File: config.mk
export PLATFORM = sky130hd
export DESIGN_NAME = vga_timing_gen
export DESIGN_NICKNAME = d
export VERILOG_FILES = /design/src/rtl/vga_pkg.sv /design/src/rtl/mod_counter.sv /design/src/rtl/vga_timing_gen.sv
export SDC_FILE = /design/constraint.sdc
export NUM_CORES = 1
export LEC_CHECK = 0
export ABC_CLOCK_PERIOD_IN_PS = 1750
export BUFFER_PORTS_ARGS = -buffer_cell sky130_fd_sc_hd__buf_4
export CORE_MARGIN = 2
export CORE_UTILIZATION = 49
export CTS_CLUSTER_SIZE = 12
export DETAILED_ROUTE_END_ITERATION = 7
export GPL_ROUTABILITY_DRIVEN = 0
export PLACE_DENSITY_LB_ADDON = 0.15
export SETUP_SLACK_MARGIN = 0.5
export SYNTH_ARGS = -nofsm -noshare
export SYNTH_HDL_FRONTEND = slang
export SYNTH_SLANG_ARGS = --single-unit
File: constraint.sdc
create_clock -name Clk -period 1.75 [get_ports Clk]
set_input_delay 0.35 -clock Clk [delete_from_list [all_inputs] [get_ports Clk]]
set_output_delay 0.35 -clock Clk [all_outputs]
set_load 0.03 [all_outputs]
File: src/rtl/vga_pkg.sv
// Shared 640x480@60 VGA timing constants and the pixel-coordinate type
// used by the timing generator and the colour mapper.
package vga_pkg;

  localparam int unsigned H_VISIBLE = 640;
  localparam int unsigned H_FP      = 16;
  localparam int unsigned H_SYNC    = 96;
  localparam int unsigned H_BP      = 48;
  localparam int unsigned V_VISIBLE = 480;
  localparam int unsigned V_FP      = 10;
  localparam int unsigned V_SYNC    = 2;
  localparam int unsigned V_BP      = 33;

  localparam int unsigned H_TOTAL  = H_VISIBLE + H_FP + H_SYNC + H_BP;
  localparam int unsigned V_TOTAL  = V_VISIBLE + V_FP + V_SYNC + V_BP;
  localparam int unsigned HS_START = H_VISIBLE + H_FP;
  localparam int unsigned HS_END   = HS_START + H_SYNC;
  localparam int unsigned VS_START = V_VISIBLE + V_FP;
  localparam int unsigned VS_END   = VS_START + V_SYNC;

  localparam int unsigned COORD_W = 10;
  typedef logic [COORD_W-1:0] coord_t;

  // Half-open window test: lo <= v < hi.
  function automatic logic in_window(coord_t v, coord_t lo, coord_t hi);
    return (v >= lo) && (v < hi);
  endfunction

endpackage

File: src/rtl/mod_counter.sv
// Modulo-MOD up-counter with enable; exposes its next-state value so that
// decoders downstream can register against it on the same edge.
module mod_counter
  import vga_pkg::*;
#(
  parameter int unsigned MOD = H_TOTAL
) (
  input  logic   clk,
  input  logic   rst_n,
  input  logic   en,
  output logic   wrap,
  output coord_t q,
  output coord_t nxt
);

  localparam coord_t LAST = coord_t'(MOD - 1);

  assign wrap = (q == LAST);

  // NOTE: give every always_comb output a default first so no path leaves it unassigned (no latch).
  always_comb begin
    nxt = q;
    if (en) nxt = wrap ? '0 : q + coord_t'(1);
  end

  // NOTE: sequential state uses non-blocking assignments so all registers update together.
  always_ff @(posedge clk or negedge rst_n) begin
    if (!rst_n) q <= '0;
    else        q <= nxt;
  end

endmodule

File: src/rtl/vga_timing_gen.sv
// VGA raster timing: Clk/2 pixel clock, hc/vc counters and registered,
// glitch-free sync/blank decodes plus a one-Clk frame_start pulse.
module vga_timing_gen #(
  parameter int unsigned H_VISIBLE = vga_pkg::H_VISIBLE,
  parameter int unsigned H_FP      = vga_pkg::H_FP,
  parameter int unsigned H_SYNC    = vga_pkg::H_SYNC,
  parameter int unsigned H_BP      = vga_pkg::H_BP,
  parameter int unsigned V_VISIBLE = vga_pkg::V_VISIBLE,
  parameter int unsigned V_FP      = vga_pkg::V_FP,
  parameter int unsigned V_SYNC    = vga_pkg::V_SYNC,
  parameter int unsigned V_BP      = vga_pkg::V_BP
) (
  input  logic       Clk,
  input  logic       Reset,
  output logic       VGA_CLK,
  output logic       VGA_HS,
  output logic       VGA_VS,
  output logic       VGA_BLANK_N,
  output logic       VGA_SYNC_N,
  output logic [9:0] DrawX,
  output logic [9:0] DrawY,
  output logic       frame_start
);

  import vga_pkg::coord_t;
  import vga_pkg::in_window;

  localparam int unsigned H_TOTAL  = H_VISIBLE + H_FP + H_SYNC + H_BP;
  localparam int unsigned V_TOTAL  = V_VISIBLE + V_FP + V_SYNC + V_BP;
  localparam int unsigned HS_START = H_VISIBLE + H_FP;
  localparam int unsigned HS_END   = HS_START + H_SYNC;
  localparam int unsigned VS_START = V_VISIBLE + V_FP;
  localparam int unsigned VS_END   = VS_START + V_SYNC;

  localparam coord_t H_VIS_C = coord_t'(H_VISIBLE);
  localparam coord_t V_VIS_C = coord_t'(V_VISIBLE);
  localparam coord_t HS_LO   = coord_t'(HS_START);
  localparam coord_t HS_HI   = coord_t'(HS_END);
  localparam coord_t VS_LO   = coord_t'(VS_START);
  localparam coord_t VS_HI   = coord_t'(VS_END);

  logic   ph;
  logic   hwrap, vwrap;
  coord_t hc, vc;
  coord_t h_nxt, v_nxt;

  always_ff @(posedge Clk or negedge Reset) begin
    if (!Reset) ph <= 1'b0;
    else        ph <= ~ph;
  end

  mod_counter #(.MOD(H_TOTAL)) u_hcnt (
    .clk   (Clk),
    .rst_n (Reset),
    .en    (ph),
    .wrap  (hwrap),
    .q     (hc),
    .nxt   (h_nxt)
  );

  mod_counter #(.MOD(V_TOTAL)) u_vcnt (
    .clk   (Clk),
    .rst_n (Reset),
    .en    (ph & hwrap),
    .wrap  (vwrap),
    .q     (vc),
    .nxt   (v_nxt)
  );

  // Decodes are loaded from the counters' next state, so they switch on
  // the same edge as DrawX/DrawY and never see combinational glitches.
  always_ff @(posedge Clk or negedge Reset) begin
    if (!Reset) begin
      VGA_HS      <= 1'b1;
      VGA_VS      <= 1'b1;
      VGA_BLANK_N <= 1'b1;
      frame_start <= 1'b0;
    end else begin
      VGA_HS      <= ~in_window(h_nxt, HS_LO, HS_HI);
      VGA_VS      <= ~in_window(v_nxt, VS_LO, VS_HI);
      VGA_BLANK_N <= (h_nxt < H_VIS_C) && (v_nxt < V_VIS_C);
      frame_start <= ph & hwrap & vwrap;
    end
  end

  assign VGA_CLK    = ph;
  assign VGA_SYNC_N = 1'b0;
  assign DrawX      = hc;
  assign DrawY      = vc;

endmodule

Yosys cells after proc, flatten, opt, wreduce, memory -nomap -nowiden
Cells that the tools add are included.
{"block": "totals", "ff_bits": 25, "inputBits": 2, "out_inout_bits": 26, "word_cells": 29}
{"block": "op_classes", "addsub": 2, "order_cmp": 6, "n_eq_ne": 2, "muxes": 4, "n_bitwise": 5, "reduce_logical": 3}
{"op": "2-to-1 mux 10 bit", "n": 4}
{"op": "adder 10 x 1 -> 10 bit, second input constant", "n": 2}
{"op": "== test 10 bit, second input constant", "n": 2}
{"op": "< comparator 10 bit, second input constant", "n": 2}
{"op": "< comparator 10 x 9 -> 1 bit, second input constant", "n": 2}
{"op": "greater-or-equal comparator 10 bit, second input constant", "n": 1}
{"op": "greater-or-equal comparator 10 x 9 -> 1 bit, second input constant", "n": 1}
{"op": "logical AND 1 bit", "n": 3}
{"op": "inverter 1 bit", "n": 3}
{"op": "bitwise AND 1 bit", "n": 2}

Logic depth before layout (Yosys ltp)
Gate-level depths: netlist of the first run.
{"block": "depth", "word_depth": 6, "mapped_depth": 9, "mapped_depth_nobuf": 8}

Hierarchy
From an unflattened synthesis of the first run, not the netlist that was laid out.
{"block": "unflattened", "cells_unflattened": 123, "area_unflattened_um2": 1296.2}
{"module": "mod_counter at u_hcnt", "instances": 1, "cells_per_inst": 52, "area_per_inst_um2": 540.5, "seq_area_each_um2": 250.2}
{"module": "mod_counter at u_vcnt", "instances": 1, "cells_per_inst": 52, "area_per_inst_um2": 536.8, "seq_area_each_um2": 250.2}
{"module": "vga_timing_gen", "instances": 1, "cells_per_inst": 19, "area_per_inst_um2": 219.0, "seq_area_each_um2": 128.9}

Worst setup path after synthesis of the first run
Ideal clock, no wire load.
{"block": "synth_timing", "kind": "register to register", "startpoint": "register u_hcnt.q[0]", "endpoint": "register VGA_VS", "setup_time_ps": 86, "arrival_time_ps": 2070, "t_required_ps": 1664, "setup_slack_ps": -406, "path_stages_with_launch": 8, "n_path_buf": 1, "synth_period_minus_slack_ps": 2156, "path_cell_list": "dfrtp_1 -> ha_1 -> and4_1 -> nand4_2 -> buf_6 -> or4_4 -> a221oi_2 -> nand3_1"}
{"block": "synth_via", "elab_chain_cells": 6, "word_cells_on_any_way": 7, "cone_classes": "order compare: 2; eq/ne: 1; mux: 1; bitwise: 2; reduce/logical: 1"}
{"element": "start: declaration", "line": "mod_counter.sv:12", "rtl": "output coord_t q,"}
{"element": "start signal: assignment", "line": "mod_counter.sv:29", "rtl": "else q <= nxt;"}
{"element": "== test 10 bit *", "line": "mod_counter.sv:18", "rtl": "assign wrap = (q == LAST);"}
{"element": "bitwise AND 1 bit *", "line": "vga_timing_gen.sv:64", "rtl": ".en (ph & hwrap),"}
{"element": "2-to-1 mux 10 bit *", "line": "mod_counter.sv:23", "rtl": "if (en) nxt = wrap ? '0 : q + coord_t'(1);"}
{"element": "greater-or-equal comparator 10 x 9 -> 1 bit or < comparator 10 x 9 -> 1 bit (tied branches)", "line": "vga_pkg.sv:26", "rtl": "return (v >= lo) && (v < hi);"}
{"element": "logical AND 1 bit *", "line": "vga_pkg.sv:26"}
{"element": "inverter 1 bit *", "line": "vga_timing_gen.sv:80", "rtl": "VGA_VS <= ~in_window(v_nxt, VS_LO, VS_HI);"}
{"element": "end signal: assignment", "line": "vga_timing_gen.sv:80"}
{"element": "end: declaration", "line": "vga_timing_gen.sv:17", "rtl": "output logic VGA_VS,"}
Every way passes the cells marked *; elsewhere a longest branch is shown, timed or not.

Worst setup path in the final report of the first run
{"block": "layout_timing", "startpoint": "register u_vcnt.q[1]", "endpoint": "register VGA_VS"}
{"block": "layout_via", "elab_chain_cells": 6, "word_cells_on_any_way": 8, "cone_classes": "add/sub: 1; order compare: 2; eq/ne: 1; mux: 2; bitwise: 1; reduce/logical: 1"}
{"element": "start: declaration", "line": "mod_counter.sv:12"}
{"element": "start signal: assignment", "line": "mod_counter.sv:29"}
{"element": "adder 10 x 1 -> 10 bit or == test 10 bit (tied branches)", "line": "mod_counter.sv:23, mod_counter.sv:18"}
{"element": "2-to-1 mux 10 bit", "line": "mod_counter.sv:23"}
{"element": "2-to-1 mux 10 bit *", "line": "mod_counter.sv:23"}
{"element": "greater-or-equal comparator 10 x 9 -> 1 bit or < comparator 10 x 9 -> 1 bit (tied branches)", "line": "vga_pkg.sv:26"}
{"element": "logical AND 1 bit *", "line": "vga_pkg.sv:26"}
{"element": "inverter 1 bit *", "line": "vga_timing_gen.sv:80"}
Marked as above.

==> out/qor.yml, run 1 <==
outcome:
  outcome: "finished with violations"
  violations: "setup timing"
timing:
  final.min_clock_period_ns: 1.99
  timing_hold_violations_final: 0
  setup-tns-final_ns: -0.979
  fin_worst_skew_ns: 0.0127
  timing_max_transition_violations_final: 0
  fmax_mhz: 502
  finalWorstSetupSlack_ns: -0.241
  fin_hold_ws_ns: 0.419
  period_utilization: 1.14
  unrepaired_setup_endpoints_after_global_routing: "yes"
  setup_violations: 8
finish:
  postLayoutCoreUtil: 0.944
  area.growth.synth_to_final_pct: 82.7
  most-common-layout-cells: "buf_6, buf_4, dfrtp_2"
  mostFrequentLayoutCell: "buf_6"
  final_layout_size_suffix_gt1_frac: 0.694
  antenna-diode-count: 0
  num-nets-final: 238
  fillerInstances: 73
clock_tree:
  root_buffer: "clkbuf_4"
  cts_tree: "built"
  worst_skew_pair.late_latency_ns: 0.35
  buffer_levels_on_the_longest_clock_path: 2
  clock_sinks: 25
  clock_pin_slew_reported_for_the_worst_setup_and_hold_paths_after_clock_tree_synthesis_ns: 0.16
  htree_num_levels: 1
  cts_made_buffers: 3
global_routing:
  initial_antenna_violation_count: 0
  groute.layer.met2.usage: 0.500
  maximum_number_of_pins_on_one_net_before_global_route_repair: 26
  gr-total-overflow: 0
  grt-busiest-layer: "met2"
  track_usage: 0.280
  first_pass_grt_wire_length_um: 7170
  via_count_of_the_first_global_routing_pass: 1524
  grt_util_met1: 0.336
  groute.layer.met3.usage: 0.0357
worst_setup_path:
  endpoint_kind: "flip-flop"
  critical_path_start_type: "flip-flop"
  worst-endpoint-arrival_ns: 2.26
  timing.critical_path.required_ns: 2.02
  critical_path.max_fanout: 5
  setup.worst_path.class: "reg2reg"
placed_design:
  numPortBuffers: 26
  hpwl_um: 2720
floorplan:
  core_area_um2: 2760
  rows: 19
  chipHeight_um: 57.9
  fp.dieArea_um2: 3360
  initial_utilization: 0.517
  die-width_um: 57.9
  io-pin-count: 28
routing:
  remaining_drc_errors: 0
  drt_iter0_drc: 121
  detail_route.vias_per_cell: 6.19
  routed_wire_length_per_instance_um: 22.1
  route.final.wire_length_um: 5820
  vias: 1628
  ant_nets: 0
  drt-pass1-iter-count: 4
synthesis:
  ys_seq_area_frac: 0.442
  summed_instance_area_of_the_synthesized_netlist_um2: 1430
  ys_types: 44
  synth_edf_count: 0
  synth_area_leader: "dfrtp_1"
  syn_nets: 153
  synth_seq_cells: 25
  ys_async_sr_fraction: 1.00
  synth_top_area_frac: 0.386
  synthTopCellsByArea: "dfrtp_1, dfstp_2, nand2_1"
  postSynth.topFlopCell: "dfrtp_1"
  post_synth_inst_count: 148
  syn_avg_cell_area_um2: 9.63
  synth.yosys.warnings: 0
pwr:
  vdd_ir_drop_max_v: 0.000414
  p_total_mw: 0.886
  p_leak_nw: 1.15
  powerDensity_nw_per_um2: 340
min_path:
  timing.hold.worst.class: "in2async"
flow_run:
  maxCapViolCount: 0
## final timing paths
| path | start | end | slack (ns) | cells past startpoint |
|---|---|---|---|---|
| worst min-delay path | Reset | u_vcnt.q[6] | 0.42 | 2 |
| max in group asynchronous | Reset | VGA_HS | 1.02 | 2 |
| worst max-delay path | u_vcnt.q[1] | VGA_VS | -0.24 | 8 |
| min in group Clk | u_vcnt.q[1] | u_vcnt.q[1] | 0.64 | 2 |
| worst min register to register | u_vcnt.q[1] | u_vcnt.q[1] | 0.64 | 2 |
| worst max register to register | u_vcnt.q[1] | VGA_VS | -0.24 | 8 |
## timing repair
item	in CTS	in global routing
endpoints found under the hold margin	22	0
hold buffers	1	0
setup endpoints to repair	46	47
pin swaps	7	22
buffers inserted	10	16
gates cloned	0	0
gates resized for setup	67	40
## cell usage after synthesis, types with 2 or more instances
| cell type | instances |
|---|---|
| nor2_1 | 10 |
| xnor2_1 | 6 |
| a21oi_1 | 8 |
| nand2b_1 | 3 |
| dfrtp_1 | 22 |
| nor3_1 | 4 |
| inv_1 | 6 |
| buf_2 | 2 |
| nand3_1 | 10 |
| dfstp_2 | 3 |
| mux2_2 | 2 |
| ha_1 | 3 |
| o21ai_0 | 6 |
| or3_1 | 2 |
| and4_1 | 3 |
| buf_4 | 3 |
| nand4b_1 | 2 |
| nand2_1 | 14 |
| o211ai_1 | 2 |
| clkbuf_2 | 2 |
| and3_1 | 5 |
| xor2_1 | 5 |
| nand4_1 | 4 |
## routing by layer
layer  part of all wire  up-vias
met2               0.53       94
li1                   -      694
met5                  0        -
met3              0.058       25
met4              0.035        0
met1               0.38      815
## metrics by stage
| stage | cell area (um^2) | std cells | setup slack, ns |
|---|---|---|---|
| after global routing | 2600 | 263 | -0.333 |
| after floorplan | 1520 | 148 | -0.192 |
| after global placement | 1940 | 232 | -0.0725 |
| final | 2600 | 263 | -0.241 |
| after detailed placement | 1940 | 232 | -0.121 |
| after CTS | 2290 | 247 | -0.0701 |
## power by group
part	switching (mW)	internal [mW]
registers	0	0.578
logic	0.0145	0.00297
clock network	0.204	0.0862
total	0.218	0.667
## critical path: stages (launching register included)
cell	delay [ns]
dfrtp_2	0.47
inv_1	0.11
ha_4	0.13
and3_4	0.19
nand4b_1	0.24
a211oi_2	0.28
o21ai_1	0.10
a221oi_2	0.27
nand3_1	0.12
## kinds of logic (layout without fill, tap and decap cells)
group,after synthesis,in the layout,share of synthesized area
simple gates,66,66,0.267
flops,25,25,0.442
compound gates,24,24,0.108
buf+inv,14,98,0.0536
xor+xnor,11,11,0.0676
mux,4,4,0.0334
fa+ha+maj,3,3,0.0263
other cells,1,1,0.00263
## state kept, by name (all words and copies together) (netlist names)
name,count
u_hcnt.q,10
u_vcnt.q,10
VGA_BLANK_N,1
VGA_CLK,1
VGA_HS,1
VGA_VS,1
frame_start,1
## layout make-up
class                           instances  area (um^2)  share of cell area
Multi-Input combinational cell        109         1020               0.391
Timing Repair Buffer                   88          848               0.326
Sequential cell                        25          648               0.249
Tap cell                               31         38.8              0.0149
Clock buffer                            3         22.5             0.00865
Inverter                                6         22.5             0.00865
Clock inverter                          1         5.00             0.00192
Power figures use the tool's default switching activity.
==> inputs of run 2 (changes only) <==
--- a/config.mk
+++ b/config.mk
@@ -8,7 +8,7 @@
 export ABC_CLOCK_PERIOD_IN_PS = 1750
 export BUFFER_PORTS_ARGS = -buffer_cell sky130_fd_sc_hd__buf_4
 export CORE_MARGIN = 2
-export CORE_UTILIZATION = 49
+export CORE_UTILIZATION = 48
 export CTS_CLUSTER_SIZE = 12
 export DETAILED_ROUTE_END_ITERATION = 7
 export GPL_ROUTABILITY_DRIVEN = 0
@@ -16,4 +16,5 @@
 export SETUP_SLACK_MARGIN = 0.5
 export SYNTH_ARGS = -nofsm -noshare
 export SYNTH_HDL_FRONTEND = slang
+export SYNTH_HIERARCHICAL = 1
 export SYNTH_SLANG_ARGS = --single-unit
==> out/qor.yml, run 2 <==
outcome:
  outcome: "did not finish"
  outcome.stop_stage: "global routing"
  error: "[ERROR DPL-0033] detailed placement checks failed during check placement."
placed_design:
  hpwl_um: 2480  # -8.5%
  numPortBuffers: 26  # unchanged
  post-place-ws_ns: -0.434  # -0.313 ns
floorplan:
  chipHeight_um: 56.0  # -3.4%
  io-pin-count: 28  # unchanged
  rows: 18  # -1
  die-width_um: 56.0  # -3.4%
  initial_utilization: 0.514  # -0.00290
synthesis:
  netlist_top_cells_count: "dfrtp_1, nand2_1, nand3_1"
  synth_edf_count: 0  # unchanged
  synth_top_area_frac: 0.425  # +0.0384
  ys_async_sr_fraction: 1.00  # unchanged
  synth_most_common_cell: "dfrtp_1"
  synth.yosys.warnings: 6  # +6
  summed_instance_area_of_the_synthesized_netlist_um2: 1300  # -9.0%
  syn_avg_cell_area_um2: 10.5  # +9.4%
  postSynth.topFlopCell: "dfrtp_1"
  ys_types: 44  # unchanged
  synth_seq_cells: 25  # unchanged
  post_synth_inst_count: 123  # -17%
  syn_nets: 128  # -16%
  synth_area_leader: "dfrtp_1"
  ys_seq_area_frac: 0.486  # +0.0439
  synthTopCellsByArea: "dfrtp_1, dfstp_2, xor2_1"
global_routing:
  maximum_number_of_pins_on_one_net_before_global_route_repair: 26
  initial_antenna_violation_count: 0
clock_tree:
  root_buffer: "clkbuf_4"
  buffer_levels_on_the_longest_clock_path: 2  # unchanged
  cts_made_buffers: 3  # unchanged
  htree_num_levels: 1  # unchanged
  clock_sinks: 25  # unchanged
timing:
  worst-endpoint-pin-kind: "sequential cell input"
  globalroute.repair_timing.worst_endpoint: "VGA_VS$_DFF_PN1_/D"
run 2: cell types whose count changed after synthesis, moves of 3 or more:
| cell | previous run | this run |
|---|---|---|
| and3_1 | 5 | 1 |
| o31ai_1 | 0 | 4 |
| xnor2_1 | 6 | 2 |
| nor2_1 | 10 | 5 |
| nand3_1 | 10 | 7 |
| a21oi_1 | 8 | 0 |
run 2: what timing repair did:
action | CTS
endpoints found under the setup margin | 45
buffers inserted | 19
endpoints found under the hold margin | 22
resized for setup | 65
pin swaps | 25
hold buffers | 1
run 2: per-stage QoR:
stage	area, um^2	hold WS, ns	std cells
global placement	1790	0.268	205
detailed placement	1790	0.271	205
floorplan	1370	0.0544	123
CTS	2240	0.444	229
run 2: logic make-up after synthesis:
kind of cell	synth area share
multiplexers	0.0164
AND/OR/NAND/NOR	0.272
other	0.00289
AO/OA/AOI/OAI	0.110
XOR/XNOR	0.0541
adder cells (fa/ha/maj)	0.0290
flip-flops	0.486
buffers and inverters	0.0299
==> inputs of run 3 (changes only) <==
--- a/config.mk
+++ b/config.mk
@@ -5,15 +5,13 @@
 export SDC_FILE = /design/constraint.sdc
 export NUM_CORES = 1
 export LEC_CHECK = 0
-export ABC_CLOCK_PERIOD_IN_PS = 1750
+export ABC_CLOCK_PERIOD_IN_PS = 2300
 export BUFFER_PORTS_ARGS = -buffer_cell sky130_fd_sc_hd__buf_4
-export CORE_MARGIN = 2
-export CORE_UTILIZATION = 48
-export CTS_CLUSTER_SIZE = 12
+export CORE_AREA = 2 2 63 65
 export DETAILED_ROUTE_END_ITERATION = 7
+export DIE_AREA = 0 0 65 67
 export GPL_ROUTABILITY_DRIVEN = 0
 export PLACE_DENSITY_LB_ADDON = 0.15
-export SETUP_SLACK_MARGIN = 0.5
 export SYNTH_ARGS = -nofsm -noshare
 export SYNTH_HDL_FRONTEND = slang
 export SYNTH_HIERARCHICAL = 1
==> constraint.sdc (replaced) <==
create_clock -name Clk -period 2.3 [get_ports Clk]
set_input_delay 0.46 -clock Clk [delete_from_list [all_inputs] [get_ports Clk]]
set_output_delay 0.46 -clock Clk [all_outputs]
set_load 0.03 [all_outputs]
==> out/qor.yml, run 3 <==
synthesis:
  synth.yosys.warnings: 6  # unchanged
  syn_avg_cell_area_um2: 10.5  # unchanged
  synthTopCellsByArea: "dfrtp_1, dfstp_2, xor2_1"
  ys_async_sr_fraction: 1.00  # unchanged
  summed_instance_area_of_the_synthesized_netlist_um2: 1300  # unchanged
  ys_seq_area_frac: 0.486  # unchanged
  synth_most_common_cell: "dfrtp_1"
  syn_nets: 128  # unchanged
  synth_area_leader: "dfrtp_1"
  post_synth_inst_count: 123  # unchanged
  synth_top_area_frac: 0.425  # unchanged
  ys_types: 44  # unchanged
  synth_seq_cells: 25  # unchanged
  synth_edf_count: 0  # unchanged
  postSynth.topFlopCell: "dfrtp_1"
  netlist_top_cells_count: "dfrtp_1, nand2_1, nand3_1"
pwr:
  p_sw_frac: 0.220
  vdd_ir_drop_max_v: 0.000159
  power.net_switching_mw: 0.159
  combPwrFrac: 0.016
  sequential_share_of_power: 0.608
  p_int_mw: 0.563
  p_leak_nw: 0.793
  share_clk_of_total_power: 0.376
  powerDensity_nw_per_um2: 420
finish:
  antenna-diode-count: 0
  most-common-layout-cells: "buf_4, dfrtp_1, nand2_1"
  regs_by_ff_count: "u_hcnt/q x10, u_vcnt/q x10"
  area.growth.synth_to_final_pct: 32.7
  final_layout_size_suffix_gt1_frac: 0.388
  num-nets-final: 171
  mostFrequentLayoutCell: "buf_4"
  finalNonFillerCells: 213
worst_setup_path:
  worst_case_register_to_register_setup_slack_ns: 0.20
  crit_path_frequent_cell: "nand4b_1"
  critical_path.max_fanout: 6
  timing.critical_path.required_ns: 2.49
  setup.worst_path.class: "reg2reg"
  critical-path-top-delay-family: "simple AND/OR/NAND/NOR gates"
  endpoint_kind: "flip-flop"
  critical_path_start_type: "flip-flop"
  worst-endpoint-arrival_ns: 2.29
  critical_path.n_buffers_inverters: 0
  slowest_delay_ns: 0.40
  crit_path_cell_trace: "ha_4, nand4b_1, nor4_2, and2_4, nand4_1, nor2_1, xor2_1, and4_1, nand4b_1"
  critPathSlowestCell: "dfrtp_2"
timing:
  timing_max_transition_violations_final: 0
  unrepaired_setup_endpoints_after_global_routing: "no"
  timing_hold_violations_final: 0
  setup_violations: 0
  fin_worst_skew_ns: 0.00262
  period_utilization: 0.912
  finalWorstSetupSlack_ns: 0.203
  final.min_clock_period_ns: 2.10
  fmax_mhz: 477
global_routing:
  gr-total-overflow: 0
  first_pass_grt_wire_length_um: 5270
  initial_antenna_violation_count: 0
  maximum_number_of_pins_on_one_net_before_global_route_repair: 26
  via_count_of_the_first_global_routing_pass: 1085
  track_usage: 0.159
routing:
  met3_length_um: 117
  drt-pass1-iter-count: 4
  met2WireLength_um: 1400
  routed_wire_length_per_instance_um: 14.5
  route.final.wire_length_um: 3080
  top_layer_used: "met4"
  ant_nets: 0
  drt_iter0_drc: 62
  vias: 1106
  detail_route.vias_per_cell: 5.19
  remaining_drc_errors: 0
  detail_route.wirelength.met1_um: 1500
placed_design:
  numPortBuffers: 26  # unchanged
  hpwl_um: 2300  # -7.4%
  post-place-ws_ns: 0.0600  # +0.494 ns
  dpl.cell_count: 207  # +0.98%
clock_tree:
  cts_tree: "built"
  root_buffer: "clkbuf_8"
  clock_pin_slew_reported_for_the_worst_setup_and_hold_paths_after_clock_tree_synthesis_ns: 0.09
  worst_skew_pair.late_latency_ns: 0.27
  hold_buffers: 0  # -1
  cts_made_buffers: 3  # unchanged
  buffer_levels_on_the_longest_clock_path: 2  # unchanged
  htree_num_levels: 1  # unchanged
  clock_sinks: 25  # unchanged
floorplan:
  core_area_um2: 3610
  chipHeight_um: 67  # +20%
  die-width_um: 65  # +16%
  initial_utilization: 0.359  # -0.154
  rows: 22  # +4
  fp.dieArea_um2: 4360
  io-pin-count: 28  # unchanged
outcome:
  outcome: "completed"
min_path:
  timing.hold.worst.class: "in2async"
flow_run:
  maxCapViolCount: 0
==> run 3: worst paths after layout <==
kind                              from           to  depth (start not counted)
min                              Reset  u_vcnt/q[0]                          1
max in group asynchronous        Reset       VGA_HS                          1
min in group Clk           u_vcnt/q[6]  u_vcnt/q[6]                          1
min reg2reg                u_vcnt/q[6]  u_vcnt/q[6]                          1
max                        u_hcnt/q[1]       VGA_VS                          9
max reg2reg                u_hcnt/q[1]       VGA_VS                          9
==> run 3: final cells by class <==
cell class / instances / area, um^2
clock buffer: 3 / 41.3
timing repair buffer: 41 / 308
multi-input combinational: 90 / 653
tap: 48 / 60.1
fill: 341 / 1890
clock inverter: 1 / 7.51
inverter: 5 / 18.8
sequential: 25 / 632
==> run 3: what timing repair did <==
action                     4_1_cts  5_1_grt
resized for setup                0        2
buffers inserted                 0        2
setup endpoints to repair        0        2
==> run 3: through the flow <==
step                hold WS [ns]  cell area [um^2]  power [mW]  utilization  setup TNS, ns
floorplan                  0.164              1330       0.451            -        -0.0289
global placement           0.382              1650       0.460        0.459              0
detailed placement         0.387              1650       0.460        0.459              0
CTS                       0.0848              1700       0.734        0.472              0
global route              0.0746              1720       0.763        0.477              0
finish                    0.0741              1720       0.723        0.477              0
==> run 3: kinds of logic after synthesis <==
logic type | Yosys count | share of synthesized area
other | 1 | 0.00289
multiplexers | 2 | 0.0164
XOR/XNOR | 8 | 0.0541
AND/OR/NAND/NOR | 56 | 0.272
buffers and inverters | 8 | 0.0299
AO/OA/AOI/OAI | 20 | 0.110
flip-flops | 25 | 0.486
adder cells (fa/ha/maj) | 3 | 0.0290
==> run 3: routing by layer <==
layer	track usage	vias to the layer above
li1	-	535
met1	0.234	538
met2	0.228	27
met3	0.0253	6
met4	0.0665	0
met5	0	-
==> run 3: worst reg2reg max path, cell delays in order, from the launching register on <==
cell and delay (ns):
dfrtp_2 0.40, ha_4 0.14, nand4b_1 0.13, nor4_2 0.20, and2_4 0.22, nand4_1 0.20
nor2_1 0.18, xor2_1 0.20, and4_1 0.24, nand4b_1 0.11
==> run 3: power groups by stage <==
stage / Clock [mW] / Sequential [mW] / Combinational, mW
6_report: 0.272 / 0.439 / 0.0114
4_1_cts: 0.282 / 0.439 / 0.0124
3_5_place_dp: 0 / 0.448 / 0.0126
2_1_floorplan: 0 / 0.448 / 0.00343
5_1_grt: 0.310 / 0.440 / 0.0134
3_3_place_gp: 0 / 0.448 / 0.0122
